`src/rtl/lcd_refresh_scheduler_pkg.sv`:
```
// Shared state encoding and LCD command opcodes for the refresh scheduler.
package lcd_refresh_scheduler_pkg;

    typedef enum logic [2:0] {
        S_IDLE     = 3'd0,
        S_CPU      = 3'd1,
        S_CMD_PAGE = 3'd2,
        S_CMD_CLO  = 3'd3,
        S_CMD_CHI  = 3'd4,
        S_DATA     = 3'd5,
        S_PAGE_END = 3'd6
    } state_e;

    localparam logic [7:0] CMD_SET_PAGE = 8'hB0;
    localparam logic [7:0] CMD_COL_LO   = 8'h00;
    localparam logic [7:0] CMD_COL_HI   = 8'h10;
    localparam logic       ID_CMD       = 1'b0;
    localparam logic       ID_DATA      = 1'b1;

    function automatic logic [8:0] cmd_word(input logic [7:0] op, input logic [3:0] arg);
        return {ID_CMD, op | {4'h0, arg}};
    endfunction

endpackage

```
`src/rtl/lcd_refresh_scheduler_if.sv`:
```
// CPU pass-through, framebuffer read and SPI FIFO write signals of the refresh scheduler.
interface lcd_refresh_scheduler_if #(
    parameter int unsigned FB_AW = 10
);
    logic             cpu_wr;
    logic [8:0]       cpu_din;
    logic             cpu_ack;
    logic             fb_rd;
    logic [FB_AW-1:0] fb_addr;
    logic [7:0]       fb_data;
    logic             fifo_wr;
    logic [8:0]       fifo_din;
    logic             fifo_full;

    modport master (
        input  cpu_wr, cpu_din, fb_data, fifo_full,
        output cpu_ack, fb_rd, fb_addr, fifo_wr, fifo_din
    );

    modport slave (
        output cpu_wr, cpu_din, fb_data, fifo_full,
        input  cpu_ack, fb_rd, fb_addr, fifo_wr, fifo_din
    );
endinterface

```
`src/rtl/lcd_refresh_timer.sv`:
```
// Free-running auto-refresh divider: tick pulses once every REFRESH_DIV enabled cycles.
module lcd_refresh_timer
    import lcd_refresh_scheduler_pkg::*;
#(
    parameter int unsigned REFRESH_DIV = 1000000
) (
    input  logic clk,
    input  logic rst,
    input  logic en,
    output logic tick
);
    localparam int unsigned W = (REFRESH_DIV > 1) ? $clog2(REFRESH_DIV) : 1;
    localparam logic [W-1:0] TERM = W'(REFRESH_DIV - 1);

    logic [W-1:0] cnt_q, cnt_d;

    always_comb begin
        cnt_d = cnt_q;
        if (en) cnt_d = (cnt_q == TERM) ? '0 : cnt_q + 1'b1;
    end

    always_ff @(posedge clk) begin
        if (rst) cnt_q <= '0;
        else     cnt_q <= cnt_d;
    end

    assign tick = en && (cnt_q == TERM);
endmodule

```
`src/rtl/lcd_refresh_scheduler.sv`:
```
// Streams a PAGES x COLS framebuffer into the LCD SPI FIFO and arbitrates CPU words at page boundaries.
// Optional auto-refresh divider enabled by defining LCD_SCHED_AUTOREFRESH_EN.
module lcd_refresh_scheduler
    import lcd_refresh_scheduler_pkg::*;
#(
    parameter int unsigned PAGES       = 8,
    parameter int unsigned COLS        = 128,
    parameter int unsigned COL_OFFSET  = 0,
    parameter int unsigned FB_AW       = 10,
    parameter int unsigned REFRESH_DIV = 1000000
) (
    input  logic clk,
    input  logic rst,
    input  logic enable,
    input  logic start,
    output logic busy,
    output logic done,
    lcd_refresh_scheduler_if.master bus
);
    localparam int unsigned PW = $clog2(PAGES) + 1;
    localparam int unsigned CW = $clog2(COLS) + 1;
    localparam logic [PW-1:0] LAST_PAGE = PW'(PAGES - 1);
    localparam logic [CW-1:0] NCOLS     = CW'(COLS);
    localparam logic [CW-1:0] LAST_COL  = CW'(COLS - 1);
    localparam logic [7:0]    CA        = 8'(COL_OFFSET);

    state_e        state_q, state_d;
    logic [PW-1:0] page_q, page_d;
    logic [CW-1:0] col_q, col_d;
    logic [CW-1:0] wcnt_q, wcnt_d;
    logic          busy_q, busy_d;
    logic          pend_q, pend_d;
    logic          cpu_sv_q, cpu_sv_d;
    logic          rd_pend_q, rd_pend_d;
    logic          hold_v_q, hold_v_d;
    logic [7:0]    hold_q, hold_d;

    logic          tick;
    logic          take;
    logic          word_v;
    logic [8:0]    word;
    logic          data_wr;
    logic          fb_rd_c;
    logic          done_c;
    logic          ack_c;
    logic [3:0]    page4;

`ifdef LCD_SCHED_AUTOREFRESH_EN
    lcd_refresh_timer #(.REFRESH_DIV(REFRESH_DIV)) u_timer (
        .clk  (clk),
        .rst  (rst),
        .en   (enable),
        .tick (tick)
    );
`else
    assign tick = 1'b0;
`endif

    assign page4 = 4'(page_q);

    always_comb begin
        state_d   = state_q;
        page_d    = page_q;
        col_d     = col_q;
        wcnt_d    = wcnt_q;
        busy_d    = busy_q;
        cpu_sv_d  = cpu_sv_q;
        rd_pend_d = 1'b0;
        hold_v_d  = hold_v_q;
        hold_d    = hold_q;
        take      = 1'b0;
        word_v    = 1'b0;
        word      = '0;
        data_wr   = 1'b0;
        fb_rd_c   = 1'b0;
        done_c    = 1'b0;
        ack_c     = 1'b0;

        unique case (state_q)
            S_IDLE: begin
                if (bus.cpu_wr && enable) begin
                    state_d = S_CPU;
                end else if (pend_q && enable) begin
                    state_d = S_CMD_PAGE;
                    busy_d  = 1'b1;
                    take    = 1'b1;
                    page_d  = '0;
                    col_d   = '0;
                    wcnt_d  = '0;
                end
            end
            S_CPU: begin
                word_v = 1'b1;
                word   = bus.cpu_din;
                if (!bus.fifo_full) begin
                    ack_c   = 1'b1;
                    state_d = busy_q ? S_PAGE_END : S_IDLE;
                end
            end
            S_CMD_PAGE: begin
                word_v = 1'b1;
                word   = cmd_word(CMD_SET_PAGE, page4);
                if (!bus.fifo_full) state_d = S_CMD_CLO;
            end
            S_CMD_CLO: begin
                word_v = 1'b1;
                word   = cmd_word(CMD_COL_LO, CA[3:0]);
                if (!bus.fifo_full) state_d = S_CMD_CHI;
            end
            S_CMD_CHI: begin
                word_v = 1'b1;
                word   = cmd_word(CMD_COL_HI, CA[7:4]);
                if (!bus.fifo_full) state_d = S_DATA;
            end
            S_DATA: begin
                // At most one byte is ever buffered: a read is issued only if nothing remains held after this cycle.
                word_v   = hold_v_q || rd_pend_q;
                word     = {ID_DATA, hold_v_q ? hold_q : bus.fb_data};
                data_wr  = word_v && !bus.fifo_full;
                hold_v_d = word_v && !data_wr;
                if (rd_pend_q && !hold_v_q && !data_wr) hold_d = bus.fb_data;
                if (!hold_v_d && (col_q != NCOLS)) begin
                    fb_rd_c   = 1'b1;
                    rd_pend_d = 1'b1;
                    col_d     = col_q + 1'b1;
                end
                if (data_wr) begin
                    wcnt_d = wcnt_q + 1'b1;
                    if (wcnt_q == LAST_COL) state_d = S_PAGE_END;
                end
            end
            S_PAGE_END: begin
                // Page advance is deferred to the CMD_PAGE transition so a CPU detour re-enters here unchanged.
                if (page_q == LAST_PAGE) begin
                    done_c   = 1'b1;
                    busy_d   = 1'b0;
                    cpu_sv_d = 1'b0;
                    state_d  = S_IDLE;
                end else if (bus.cpu_wr && !cpu_sv_q) begin
                    cpu_sv_d = 1'b1;
                    state_d  = S_CPU;
                end else if (!enable) begin
                    busy_d   = 1'b0;
                    cpu_sv_d = 1'b0;
                    state_d  = S_IDLE;
                end else begin
                    page_d   = page_q + 1'b1;
                    col_d    = '0;
                    wcnt_d   = '0;
                    cpu_sv_d = 1'b0;
                    state_d  = S_CMD_PAGE;
                end
            end
            default: state_d = S_IDLE;
        endcase

        pend_d = (pend_q && !take) || start || tick;
    end

    always_ff @(posedge clk) begin
        if (rst) begin
            state_q   <= S_IDLE;
            page_q    <= '0;
            col_q     <= '0;
            wcnt_q    <= '0;
            busy_q    <= 1'b0;
            pend_q    <= 1'b0;
            cpu_sv_q  <= 1'b0;
            rd_pend_q <= 1'b0;
            hold_v_q  <= 1'b0;
            hold_q    <= '0;
        end else begin
            state_q   <= state_d;
            page_q    <= page_d;
            col_q     <= col_d;
            wcnt_q    <= wcnt_d;
            busy_q    <= busy_d;
            pend_q    <= pend_d;
            cpu_sv_q  <= cpu_sv_d;
            rd_pend_q <= rd_pend_d;
            hold_v_q  <= hold_v_d;
            hold_q    <= hold_d;
        end
    end

    assign busy         = busy_q;
    assign done         = done_c;
    assign bus.cpu_ack  = ack_c;
    assign bus.fb_rd    = fb_rd_c;
    assign bus.fb_addr  = FB_AW'(page_q) * FB_AW'(COLS) + FB_AW'(col_q);
    assign bus.fifo_wr  = word_v && !bus.fifo_full;
    assign bus.fifo_din = word;
endmodule

```
`src/flat_wrapper.sv`:
```
// flat-port wrapper written by rule: the top's interface ports become plain ports
module lcd_refresh_scheduler_flat import lcd_refresh_scheduler_pkg::*;
#(
    parameter int unsigned PAGES       = 8,
    parameter int unsigned COLS        = 128,
    parameter int unsigned COL_OFFSET  = 0,
    parameter int unsigned FB_AW       = 10,
    parameter int unsigned REFRESH_DIV = 1000000
)
  (clk, rst, enable, start, busy, done, bus_cpu_wr, bus_cpu_din, bus_fb_data, bus_fifo_full, bus_cpu_ack, bus_fb_rd, bus_fb_addr, bus_fifo_wr, bus_fifo_din);
  lcd_refresh_scheduler_if #(.FB_AW(FB_AW)) bus_i ();
  input  logic clk;
  input  logic rst;
  input  logic enable;
  input  logic start;
  output logic busy;
  output logic done;
  input wire logic [$bits(bus_i.cpu_wr)-1:0] bus_cpu_wr;
  input wire logic [$bits(bus_i.cpu_din)-1:0] bus_cpu_din;
  input wire logic [$bits(bus_i.fb_data)-1:0] bus_fb_data;
  input wire logic [$bits(bus_i.fifo_full)-1:0] bus_fifo_full;
  output wire logic [$bits(bus_i.cpu_ack)-1:0] bus_cpu_ack;
  output wire logic [$bits(bus_i.fb_rd)-1:0] bus_fb_rd;
  output wire logic [$bits(bus_i.fb_addr)-1:0] bus_fb_addr;
  output wire logic [$bits(bus_i.fifo_wr)-1:0] bus_fifo_wr;
  output wire logic [$bits(bus_i.fifo_din)-1:0] bus_fifo_din;
  assign bus_i.cpu_wr = bus_cpu_wr;
  assign bus_i.cpu_din = bus_cpu_din;
  assign bus_i.fb_data = bus_fb_data;
  assign bus_i.fifo_full = bus_fifo_full;
  assign bus_cpu_ack = bus_i.cpu_ack;
  assign bus_fb_rd = bus_i.fb_rd;
  assign bus_fb_addr = bus_i.fb_addr;
  assign bus_fifo_wr = bus_i.fifo_wr;
  assign bus_fifo_din = bus_i.fifo_din;
  lcd_refresh_scheduler #(.PAGES(PAGES), .COLS(COLS), .COL_OFFSET(COL_OFFSET), .FB_AW(FB_AW), .REFRESH_DIV(REFRESH_DIV)) u_core (.clk(clk), .rst(rst), .enable(enable), .start(start), .busy(busy), .done(done), .bus(bus_i));
endmodule
```
`config.mk`:
```
export PLATFORM = sky130hd
export DESIGN_NAME = lcd_refresh_scheduler_flat
export DESIGN_NICKNAME = d
export VERILOG_FILES = /design/src/rtl/lcd_refresh_scheduler_pkg.sv /design/src/rtl/lcd_refresh_scheduler_if.sv /design/src/rtl/lcd_refresh_timer.sv /design/src/rtl/lcd_refresh_scheduler.sv /design/src/flat_wrapper.sv
export SDC_FILE = /design/constraint.sdc
export NUM_CORES = 1
export LEC_CHECK = 0
export CAP_MARGIN = 20
export CORE_MARGIN = 2
export CORE_UTILIZATION = 40
export DETAILED_ROUTE_END_ITERATION = 8
export PLACE_DENSITY_LB_ADDON = 0.12
export SLEW_MARGIN = 20
export SYNTH_ARGS = -nofsm -noshare
export SYNTH_HDL_FRONTEND = slang
export SYNTH_SLANG_ARGS = --single-unit
export TNS_END_PERCENT = 20
```
`constraint.sdc`:
```
create_clock -name clk -period 1.65 [get_ports clk]
set_input_delay 0.2475 -clock clk [delete_from_list [all_inputs] [get_ports clk]]
set_output_delay 0.2475 -clock clk [all_outputs]
set_load 0.1 [all_outputs]
```
==> impl_metrics.py, run 1 <==
metrics = {
    "outcome": {
        "status": "finished, violations left",
        "violations": "setup timing",
    },
    "hold_path": {
        "hold_class": "reg2reg",
    },
    "final_layout": {
        "final_nets": 413,
        "seqCellArea_um2": 738,
        "multiInputGateArea_mm2": 0.00177,
        "fillCellCount": 380,
        "drive_gt1_share_pct": 46.2,
        "final_cells": 457,
        "syn2layout_area_growth_pct": 76.9,
        "diodes": 0,
    },
    "sta": {
        "rsz0062_at_grt": "true",
        "slew_viol_final": 0,
        "hold_violations": 0,
        "fmax_ghz": 0.468,
        "timing.final.crit_period_ns": 2.14,
        "skew_ns": 0.00743,
        "min_period_over_period_pct": 130,
        "worst_slew_pin_slew_ns": 0.429,
        "maxSlewHeadroom_pct": 71.2,
        "fin_ws_ns": -0.487,
        "setup_viol_count_final": 27,
        "timing.hold.ws_ns": 0.484,
    },
    "detailed_routing": {
        "wl_per_cell_um": 16.3,
        "antenna_left": 0,
        "dr.pass1.iters": 5,
        "wl_met1_um": 3140,
        "first_iter_violations": 210,
        "routed.top_layer": "met4",
        "wirelength_um": 7430,
        "vias_per_cell": 5.53,
        "dr_wl_met2_um": 3800,
        "drc_errors": 0,
        "num_vias": 2526,
        "dr_wl_met3_um": 394,
    },
    "logic_synthesis": {
        "syn_nets": 311,
        "syn_area_mm2": 0.00232,
        "seq_area_frac_synth_pct": 31.0,
        "ys_async_sr_fraction_pct": 0,
        "ys_seq_elements": 36,
        "synth_cell_type_count": 57,
        "synth_warnings": 0,
        "synth-main-ff-cell": "dfxtp_1",
        "synthCells": 282,
        "synth.avg_cell_area_um2": 8.24,
        "synth_edf_count": 0,
    },
    "setup_path": {
        "cp_max_fo": 4,
        "cp-start-kind": "register",
        "crit_type": "reg2out",
        "cp.arrival_ns": 1.89,
        "cp-end-kind": "primary output",
        "crit_required_ns": 1.40,
    },
    "global_routing": {
        "grt_pass1_wl_um": 12000,
        "grt_overflow": 0,
        "grt_pass1_vias": 2472,
        "grt_max_degree": 17,
        "antenna_found_initial": 0,
        "grt_usage_pct": 24.1,
    },
    "placement": {
        "gp_congestion": 0.905,
        "post-place-cells": 435,
        "port_buffers": 46,
        "dpl.hpwl_um": 5280,
    },
    "clock_tree": {
        "path_clk_slew_ns": 0.08,
        "htree_levels": 2,
        "cts_tree": "built",
        "cts_sinks": 36,
        "cts-buffers-inserted": 5,
        "clk_latency_ns": 0.30,
        "ctsRootBufferMaster": "clkbuf_8",
        "cts_buffer_depth": 2,
    },
    "die": {
        "initial_utilization_pct": 41.7,
        "dieArea_mm2": 0.00644,
        "die_w_um": 80.2,
        "pin_count": 47,
        "fp.dieH_um": 80.2,
        "core-area_mm2": 0.00557,
        "rows": 27,
    },
    "pwr": {
        "vdd_ir_drop_max_mv": 0.687,
        "totalPowerFinal_uw": 3090,
        "powerDensity_mw_per_mm2": 752,
        "p_leak_uw": 0.00146,
    },
    "run": {
        "cap_violations": 0,
    },
}
==> path summary, 6_finish.rpt <==
check / from / to / cells after the start / slack (ns)
setup / recovery: u_core.col_q[0]$_SDFFE_PP0P_ / bus_fb_rd / 7 / -0.49
hold / removal: u_core.wcnt_q[4]$_SDFFE_PP0P_ / u_core.wcnt_q[4]$_SDFFE_PP0P_ / 1 / 0.48
setup reg to reg: u_core.col_q[0]$_SDFFE_PP0P_ / u_core.col_q[0]$_SDFFE_PP0P_ / 9 / -0.30
hold reg to reg: u_core.wcnt_q[4]$_SDFFE_PP0P_ / u_core.wcnt_q[4]$_SDFFE_PP0P_ / 1 / 0.48
==> cell type report <==
| type | count | area share [%] |
|---|---|---|
| Multi-Input combinational cell | 209 | 43.0 |
| Timing Repair Buffer | 121 | 33.0 |
| Sequential cell | 36 | 18.0 |
| Tap cell | 72 | 2.19 |
| Clock buffer | 5 | 1.67 |
| Inverter | 11 | 1.13 |
| Clock inverter | 3 | 1.03 |
==> metrics by stage <==
stage | cell area (µm²) | util [%] | setup slack (ns) | setup TNS (ns)
after floorplan | 2580 | - | -0.309 | -3.48
after global placement | 3640 | 65.3 | -0.395 | -10.54
after detailed placement | 3640 | 65.3 | -0.445 | -11.74
after CTS | 3990 | 71.5 | -0.547 | -3.65
after global routing | 4110 | 73.8 | -0.540 | -6.33
final | 4110 | 73.8 | -0.487 | -3.55
==> logic make-up after synthesis <==
family          synth area share [%]
compound gates                  26.1
xor+xnor                       0.754
fa+ha+maj                       3.66
buf+inv                         8.34
flops                           31.0
mux                             7.75
simple gates                    22.4
==> Yosys cell counts, drive strengths merged (2+ instances only) <==
| cell | count | area share (%) |
|---|---|---|
| a211oi | 7 | 2.7 |
| a21oi | 16 | 3.6 |
| a22oi | 4 | 1.3 |
| a311oi | 12 | 5.6 |
| a31oi | 3 | 0.81 |
| and2 | 2 | 0.54 |
| and3 | 3 | 0.81 |
| and3b | 2 | 0.75 |
| buf | 21 | 5.8 |
| clkbuf | 5 | 0.81 |
| dfxtp | 36 | 31 |
| ha | 6 | 3.2 |
| inv | 11 | 1.8 |
| mux2i | 18 | 7.8 |
| nand2 | 21 | 3.4 |
| nand2b | 2 | 0.54 |
| nand3 | 5 | 1.1 |
| nand3b | 4 | 1.5 |
| nand4 | 4 | 1.1 |
| nor2 | 37 | 6.0 |
| nor2b | 2 | 0.54 |
| nor3 | 10 | 2.4 |
| nor4b | 3 | 1.4 |
| o21ai | 17 | 3.8 |
| o22ai | 8 | 2.2 |
| o32ai | 2 | 0.75 |
| or2 | 3 | 0.81 |
==> layout by cell type, fill, tap and decap left out, types with 6 or more instances in the layout <==
cell | Yosys | layout
inv_1 | 11 | 7
o22ai_4 | 0 | 6
a21oi_1 | 15 | 14
o21ai_0 | 12 | 11
nor2_1 | 37 | 31
nand2_1 | 21 | 19
buf_6 | 2 | 12
buf_12 | 0 | 28
mux2i_1 | 18 | 18
dfxtp_1 | 36 | 28
clkdlybuf4s50_1 | 0 | 20
a311oi_2 | 4 | 8
buf_4 | 9 | 59
nor3_1 | 9 | 7
==> critical path, cell delays in order, from the launching register on <==
cell     delay [ns]
dfxtp_2        0.33
inv_2          0.06
ha_4           0.13
or4b_4         0.48
o41ai_4        0.20
buf_4          0.17
nor2_4         0.05
buf_12         0.16
==> where the power goes <==
group / total [µW] / internal [µW] / switching (µW) / leakage, µW
Clock: 793 / 447 / 346 / 0.0000541
Combinational: 1380 / 615 / 766 / 0.00111
Sequential: 917 / 885 / 31.8 / 0.000295
==> registers in the layout, indices dropped and copies added, names as in the netlist <==
register,cells
u_core.busy,1
u_core.col_q,8
u_core.cpu_sv_q,1
u_core.hold_q,8
u_core.hold_v_q,1
u_core.page4,4
u_core.pend_q,1
u_core.rd_pend_q,1
u_core.state_q,3
u_core.wcnt_q,8
==> routing by layer <==
layer | global-route usage (%) | up-vias
li1 | - | 1241
met1 | 29.9 | 1198
met2 | 42.0 | 77
met3 | 5.39 | 10
met4 | 6.44 | 0
met5 | 0 | -
==> what timing repair did <==
item | CTS | global route
setup endpoints to repair | 46 | 46
hold buffers | 0 | 0
pin swaps | 17 | 5
gates resized for setup | 36 | 25
buffers inserted | 10 | 4
endpoints found under the hold margin | 0 | 0
No activity file was read; power rests on OpenSTA's default activity.
==> inputs of run 2 (changes only) <==
--- a/config.mk
+++ b/config.mk
@@ -8,6 +8,7 @@
 export CAP_MARGIN = 20
 export CORE_MARGIN = 2
 export CORE_UTILIZATION = 40
+export CTS_BUF_LIST = sky130_fd_sc_hd__clkbuf_16
 export DETAILED_ROUTE_END_ITERATION = 8
 export PLACE_DENSITY_LB_ADDON = 0.12
 export SLEW_MARGIN = 20
==> run 2 against run 1 <==
The run still ends with setup timing left. Critical path depth did not move. Die area did not move. First-iteration DRC count rose by 24%. Sequential share of layout area fell by 0.37 points. Routed wire length rose by 4.7%. Clock skew fell by 0.0038 ns. Highest routed layer unchanged.
==> impl_metrics.py, run 2 (synthesis gave the netlist of run 1 again) <==
metrics = {
    "outcome": {
        "status": "finished, violations left",
        "violations": "setup timing",
    },
    "sta": {
        "skew_ns": 0.00368,
        "hold_violations": 0,
        "maxSlewHeadroom_pct": 69.5,
        "timing.hold.ws_ns": 0.418,
        "timing.final.crit_period_ns": 2.12,
        "slew_viol_final": 0,
        "rsz0062_at_grt": "true",
        "min_period_over_period_pct": 129,
        "fmax_ghz": 0.471,
        "worst_slew_pin_slew_ns": 0.455,
        "setup_viol_count_final": 31,
        "fin_ws_ns": -0.471,
    },
    "setup_path": {
        "ff2ff_setup_slack_ns": -0.29,
        "cp.arrival_ns": 1.87,
        "crit_required_ns": 1.40,
        "r2r_cells": 9,
        "crit_path_start": "u_core.col_q[0]$_SDFFE_PP0P_",
        "cp_max_fo": 4,
        "regToRegEndpoint": "u_core.col_q[0]$_SDFFE_PP0P_",
        "cp-end-kind": "primary output",
        "r2r_start": "u_core.col_q[0]$_SDFFE_PP0P_",
        "crit_type": "reg2out",
        "cp-start-kind": "register",
    },
    "detailed_routing": {
        "wl_met1_um": 3160,
        "antenna_left": 0,
        "vias_per_cell": 5.64,
        "routed.top_layer": "met4",
        "dr.pass1.iters": 4,
        "dr_wl_met2_um": 4020,
        "first_iter_violations": 261,
        "wl_per_cell_um": 16.9,
        "num_vias": 2602,
        "dr_wl_met3_um": 511,
        "drc_errors": 0,
        "wirelength_um": 7780,
    },
    "final_layout": {
        "final_common_cell": "buf_4",
        "final_nets": 417,
        "final_cells": 461,
        "syn2layout_area_growth_pct": 80.6,
        "drive_gt1_share_pct": 46.8,
        "diodes": 0,
        "top_regs": "u_core.col_q: 8 flops, u_core.hold_q: 8 flops, u_core.wcnt_q: 8 flops",
        "final_core_utilization_pct": 75.3,
        "final_cell_mix": "buf_4, nor2_1, dfxtp_1",
    },
    "global_routing": {
        "antenna_found_initial": 0,
        "grt_pass1_vias": 2547,
        "grt_usage_pct": 24.3,
        "grt_pass1_wl_um": 12000,
        "grt_max_degree": 17,
        "grt_overflow": 0,
    },
    "placement": {
        "port_buffers": 46,
        "pre_cts_ws_ns": -0.445,
        "gp_congestion": 0.905,
        "dpl.hpwl_um": 5280,
        "post-place-cells": 435,
    },
    "die": {
        "fp.dieH_um": 80.2,
        "pin_count": 47,
        "initial_utilization_pct": 41.7,
        "rows": 27,
        "core-area_mm2": 0.00557,
        "dieArea_mm2": 0.00644,
        "die_w_um": 80.2,
    },
    "clock_tree": {
        "cts-buffers-inserted": 5,
        "ctsRootBufferMaster": "clkbuf_16",
        "cts_hold_buf": 0,
        "path_clk_slew_ns": 0.06,
        "cts_sinks": 36,
        "htree_levels": 2,
        "clk_latency_ns": 0.29,
        "cts_buffer_depth": 2,
        "cts_tree": "built",
    },
    "run": {
        "cap_violations": 0,
    },
    "pwr": {
        "p_leak_uw": 0.00151,
        "powerDensity_mw_per_mm2": 807,
        "vdd_ir_drop_max_mv": 0.603,
    },
    "hold_path": {
        "hold_end": "u_core.hold_q[4]$_SDFFE_PP0P_",
        "hold_class": "in2reg",
        "hp-start": "bus_fb_data[4]",
        "hold_depth": 3,
    },
}
[run 2: changes by cell type in the layout (fill, tap and decap cells not counted), sizes merged]
cell	change
buf	+4
clkdlybuf4s50	-1
dlygate4sd2	+1
[run 2: where the power goes]
| group | leakage (µW) | total (µW) | switching, µW | internal, µW |
|---|---|---|---|---|
| clock network | 0.0000798 | 1100 | 391 | 710 |
| logic | 0.00114 | 1380 | 777 | 599 |
| registers | 0.000295 | 910 | 23.6 | 887 |
| total | 0.00151 | 3390 | 1190 | 2200 |
[run 2: worst max-delay path by stage]
stage / endpoint / slack (ns) / cells past startpoint
floorplan: u_core.col_q[2]$_SDFFE_PP0P_ / -0.31 / 7
global placement: u_core.wcnt_q[2]$_SDFFE_PP0P_ / -0.39 / 7
detailed placement: u_core.wcnt_q[2]$_SDFFE_PP0P_ / -0.44 / 7
CTS: bus_fb_rd / -0.53 / 7
global route: bus_fb_rd / -0.51 / 7
finish: bus_fb_rd / -0.47 / 7
[run 2: cell type report]
cell class                 count  area [µm²]
tap                           72        90.1
multi-input combinational    209        1770
timing repair buffer         125        1380
clock inverter                 3        42.5
clock buffer                   5         125
sequential                    36         738
inverter                      11        46.3
fill                         371        1380
[run 2: repair_timing]
action                     CTS  global route
pin swaps                   16            13
buffers inserted            15             3
gates resized for setup     39            29
setup endpoints to repair   46            46
[run 2: critical path, stage by stage, from the launching register on]
cell and delay, ns:
dfxtp_2 0.32, inv_2 0.06, ha_4 0.13, or4b_4 0.48
o41ai_4 0.20, buf_4 0.18, nor2_4 0.05, buf_12 0.16
[run 2: layer usage]
metal	vias up	track usage, %
li1	1251	-
met1	1240	30.2
met2	103	42.1
met3	8	5.28
met4	0	6.95
met5	-	0
[run 2: stage by stage]
stage	total power (µW)	setup TNS (ns)	instance area, µm²
5_1_grt	3490	-6.13	4200
4_1_cts	3350	-3.36	4060
6_report	3390	-3.72	4200
3_3_place_gp	2150	-10.54	3640
2_1_floorplan	1720	-3.48	2580
3_5_place_dp	2150	-11.74	3640
==> inputs of run 3 (changes only) <==
--- a/config.mk
+++ b/config.mk
@@ -14,5 +14,6 @@
 export SLEW_MARGIN = 20
 export SYNTH_ARGS = -nofsm -noshare
 export SYNTH_HDL_FRONTEND = slang
+export SYNTH_HIERARCHICAL = 1
 export SYNTH_SLANG_ARGS = --single-unit
 export TNS_END_PERCENT = 20
==> run 3 against run 2 <==
The flow still finishes with violations (setup timing). Cell count decreased by 5.6%. Critical path type unchanged. Worst hold slack improved by 0.069 ns. Clock skew increased by 0.0019 ns. Fmax increased by 14%. Final area decreased by 7.0%. Non-clock buffer count decreased by 17. Combinational power increased by 17%. Sequential share of layout area increased by 1.3 points. Global-route usage decreased by 2.1 points.
==> impl_metrics.py, run 3 <==
metrics = {
    "logic_synthesis": {
        "synth_cell_type_count": 51,
        "ys_seq_elements": 36,
        "yosysMostFrequentCell": "dfxtp_1",
        "synth-main-ff-cell": "dfxtp_1",
        "ys_async_sr_fraction_pct": 0,
        "syn_area_mm2": 0.00226,
        "yosysTopAreaCell": "dfxtp_1",
        "synthCells": 276,
        "ys_top_cells_by_count": "dfxtp_1, nor2_1, nand2_1",
        "synthTopCellsByArea": "dfxtp_1, mux2i_1, nand3_1, a311oi_1, nor2_1",
        "seq_area_frac_synth_pct": 31.9,
        "synth_edf_count": 0,
        "synth.avg_cell_area_um2": 8.20,
        "syn_nets": 305,
        "synth_top_area_share_pct": 31.9,
        "synth_warnings": 6,
    },
    "clock_tree": {
        "clk_latency_ns": 0.28,
        "cts-buffers-inserted": 5,
        "path_clk_slew_ns": 0.06,
        "cts_tree": "built",
        "ctsRootBufferMaster": "clkbuf_16",
        "cts_buffer_depth": 2,
        "cts_sinks": 36,
        "cts_hold_buf": 0,
        "htree_levels": 2,
    },
    "die": {
        "die_w_um": 79.2,
        "pin_count": 47,
        "initial_utilization_pct": 41.3,
        "fp.dieH_um": 79.2,
        "rows": 27,
        "dieArea_mm2": 0.00627,
        "core-area_mm2": 0.00547,
    },
    "outcome": {
        "violations": "setup timing",
        "status": "finished, violations left",
    },
    "global_routing": {
        "antenna_found_initial": 0,
        "grt_overflow": 0,
        "grt_pass1_wl_um": 11100,
        "use_met2_pct": 36.9,
        "grt_use_met1_pct": 29.0,
        "grt_pass1_vias": 2385,
        "use_met3_pct": 3.86,
        "grt_usage_pct": 22.2,
        "grt_max_degree": 30,
        "grt-busiest-layer": "met2",
    },
    "placement": {
        "port_buffers": 46,
        "gp_congestion": 0.832,
        "dpl.hpwl_um": 4760,
        "post-place-cells": 418,
    },
    "final_layout": {
        "top_regs": "u_core/col_q: 8 flops, u_core/hold_q: 8 flops, u_core/wcnt_q: 8 flops",
        "final_cells": 435,
        "final_cell_mix": "buf_4, dfxtp_1, buf_12",
        "syn2layout_area_growth_pct": 72.5,
        "drive_gt1_share_pct": 40.2,
        "diodes": 0,
        "final_common_cell": "buf_4",
        "final_nets": 391,
    },
    "detailed_routing": {
        "dr.pass1.iters": 4,
        "antenna_left": 0,
        "wl_per_cell_um": 15.6,
        "drc_errors": 0,
        "num_vias": 2442,
        "vias_per_cell": 5.61,
        "wirelength_um": 6800,
        "first_iter_violations": 91,
    },
    "sta": {
        "timing.final.crit_period_ns": 1.86,
        "rsz0062_at_grt": "true",
        "slew_viol_final": 0,
        "maxSlewHeadroom_pct": 56.5,
        "min_period_over_period_pct": 113,
        "skew_ns": 0.00560,
        "hold_violations": 0,
        "setup_viol_count_final": 14,
        "finalSetupTns_ns": -1.57,
        "worst_slew_pin_slew_ns": 0.645,
        "fin_ws_ns": -0.206,
        "fmax_ghz": 0.539,
    },
    "pwr": {
        "powerDensity_mw_per_mm2": 893,
        "switchingPower_uw": 1340,
        "p_leak_uw": 0.00138,
        "switching_share_pct": 38.6,
        "totalPowerFinal_uw": 3480,
        "seqPwrFrac_pct": 26.7,
        "vdd_ir_drop_max_mv": 0.618,
        "p_int_uw": 2140,
        "clkPwrFrac_pct": 26.7,
        "combPwrFrac_pct": 46.6,
    },
    "setup_path": {
        "cp-end-kind": "primary output",
        "cp-start-kind": "register",
        "cp_max_fo": 16,
        "crit_required_ns": 1.40,
        "crit_type": "reg2out",
        "cp.arrival_ns": 1.61,
        "r2r_cells": 7,
    },
    "run": {
        "cap_violations": 0,
    },
    "hold_path": {
        "hold_class": "reg2reg",
        "hold_depth": 2,
    },
}
-- run 3: what timing repair did --
item / CTS / global route
pin swaps: 4 / 16
buffers inserted: 1 / 8
setup endpoints to repair: 20 / 39
resized for setup: 21 / 28
-- run 3: cell type report --
cell class | count | area, µm²
multi-input cells | 206 | 1690
fillers | 407 | 1570
repair buffers | 108 | 1230
flip-flops and latches | 36 | 738
clock buffers | 5 | 125
well taps | 72 | 90.1
inverters | 5 | 18.8
clock inverters | 3 | 17.5
-- run 3: path summary, 6_finish.rpt --
path,startpoint,endpoint,slack (ns)
setup / recovery,u_core/state_q[1]$_SDFFE_PP0P_,bus_fb_rd,-0.21
hold / removal,u_core/cpu_sv_q$_SDFFE_PP0P_,u_core/cpu_sv_q$_SDFFE_PP0P_,0.49
setup reg to reg,u_core/state_q[1]$_SDFFE_PP0P_,u_core/col_q[1]$_SDFFE_PP0P_,-0.02
hold reg to reg,u_core/cpu_sv_q$_SDFFE_PP0P_,u_core/cpu_sv_q$_SDFFE_PP0P_,0.49
-- run 3: metrics by stage --
stage | worst slack [ns] | cell area (µm²) | util (%) | hold slack, ns
finish | -0.206 | 3900 | 71.3 | 0.487
CTS | -0.154 | 3710 | 67.8 | 0.489
detailed placement | -0.325 | 3490 | 63.7 | 0.475
global route | -0.249 | 3900 | 71.3 | 0.523
floorplan | -0.426 | 2420 | - | 0.365
global placement | -0.285 | 3490 | 63.7 | 0.474
-- run 3: kinds of logic (layout without fill, tap and decap cells) --
logic type / count (synthesis) / in the layout / synth area share [%]
xor gates and xnor gates: 1 / 1 / 0.387
adders and majority gates: 6 / 6 / 3.32
muxes: 19 / 19 / 8.52
AOI/OAI and AO/OA: 79 / 79 / 24.8
buffers and inverters: 34 / 121 / 7.36
DFF: 36 / 36 / 31.9
and+or+nand+nor: 101 / 101 / 23.7
-- run 3: power by group through the flow --
stage          registers (µW)  logic (µW)  clock network, µW
3_3_place_gp              942        1530                  0
5_1_grt                   934        1700                976
2_1_floorplan             931         968                  0
3_5_place_dp              942        1540                  0
4_1_cts                   923        1560                941
6_report                  929        1620                931
-- run 3: routing by layer --
| layer | share of wire [%] | vias to the layer above |
|---|---|---|
| met3 | 4.9 | 12 |
| met1 | 44 | 1153 |
| met5 | 0 | - |
| li1 | - | 1206 |
| met4 | 1.9 | 0 |
| met2 | 50 | 71 |
-- run 3: critical path, cell delays in order, from the launching register on --
cell and delay [ns]:
dfxtp_4 0.36, nand3b_1 0.30, buf_12 0.24, a211oi_4 0.22, buf_12 0.21
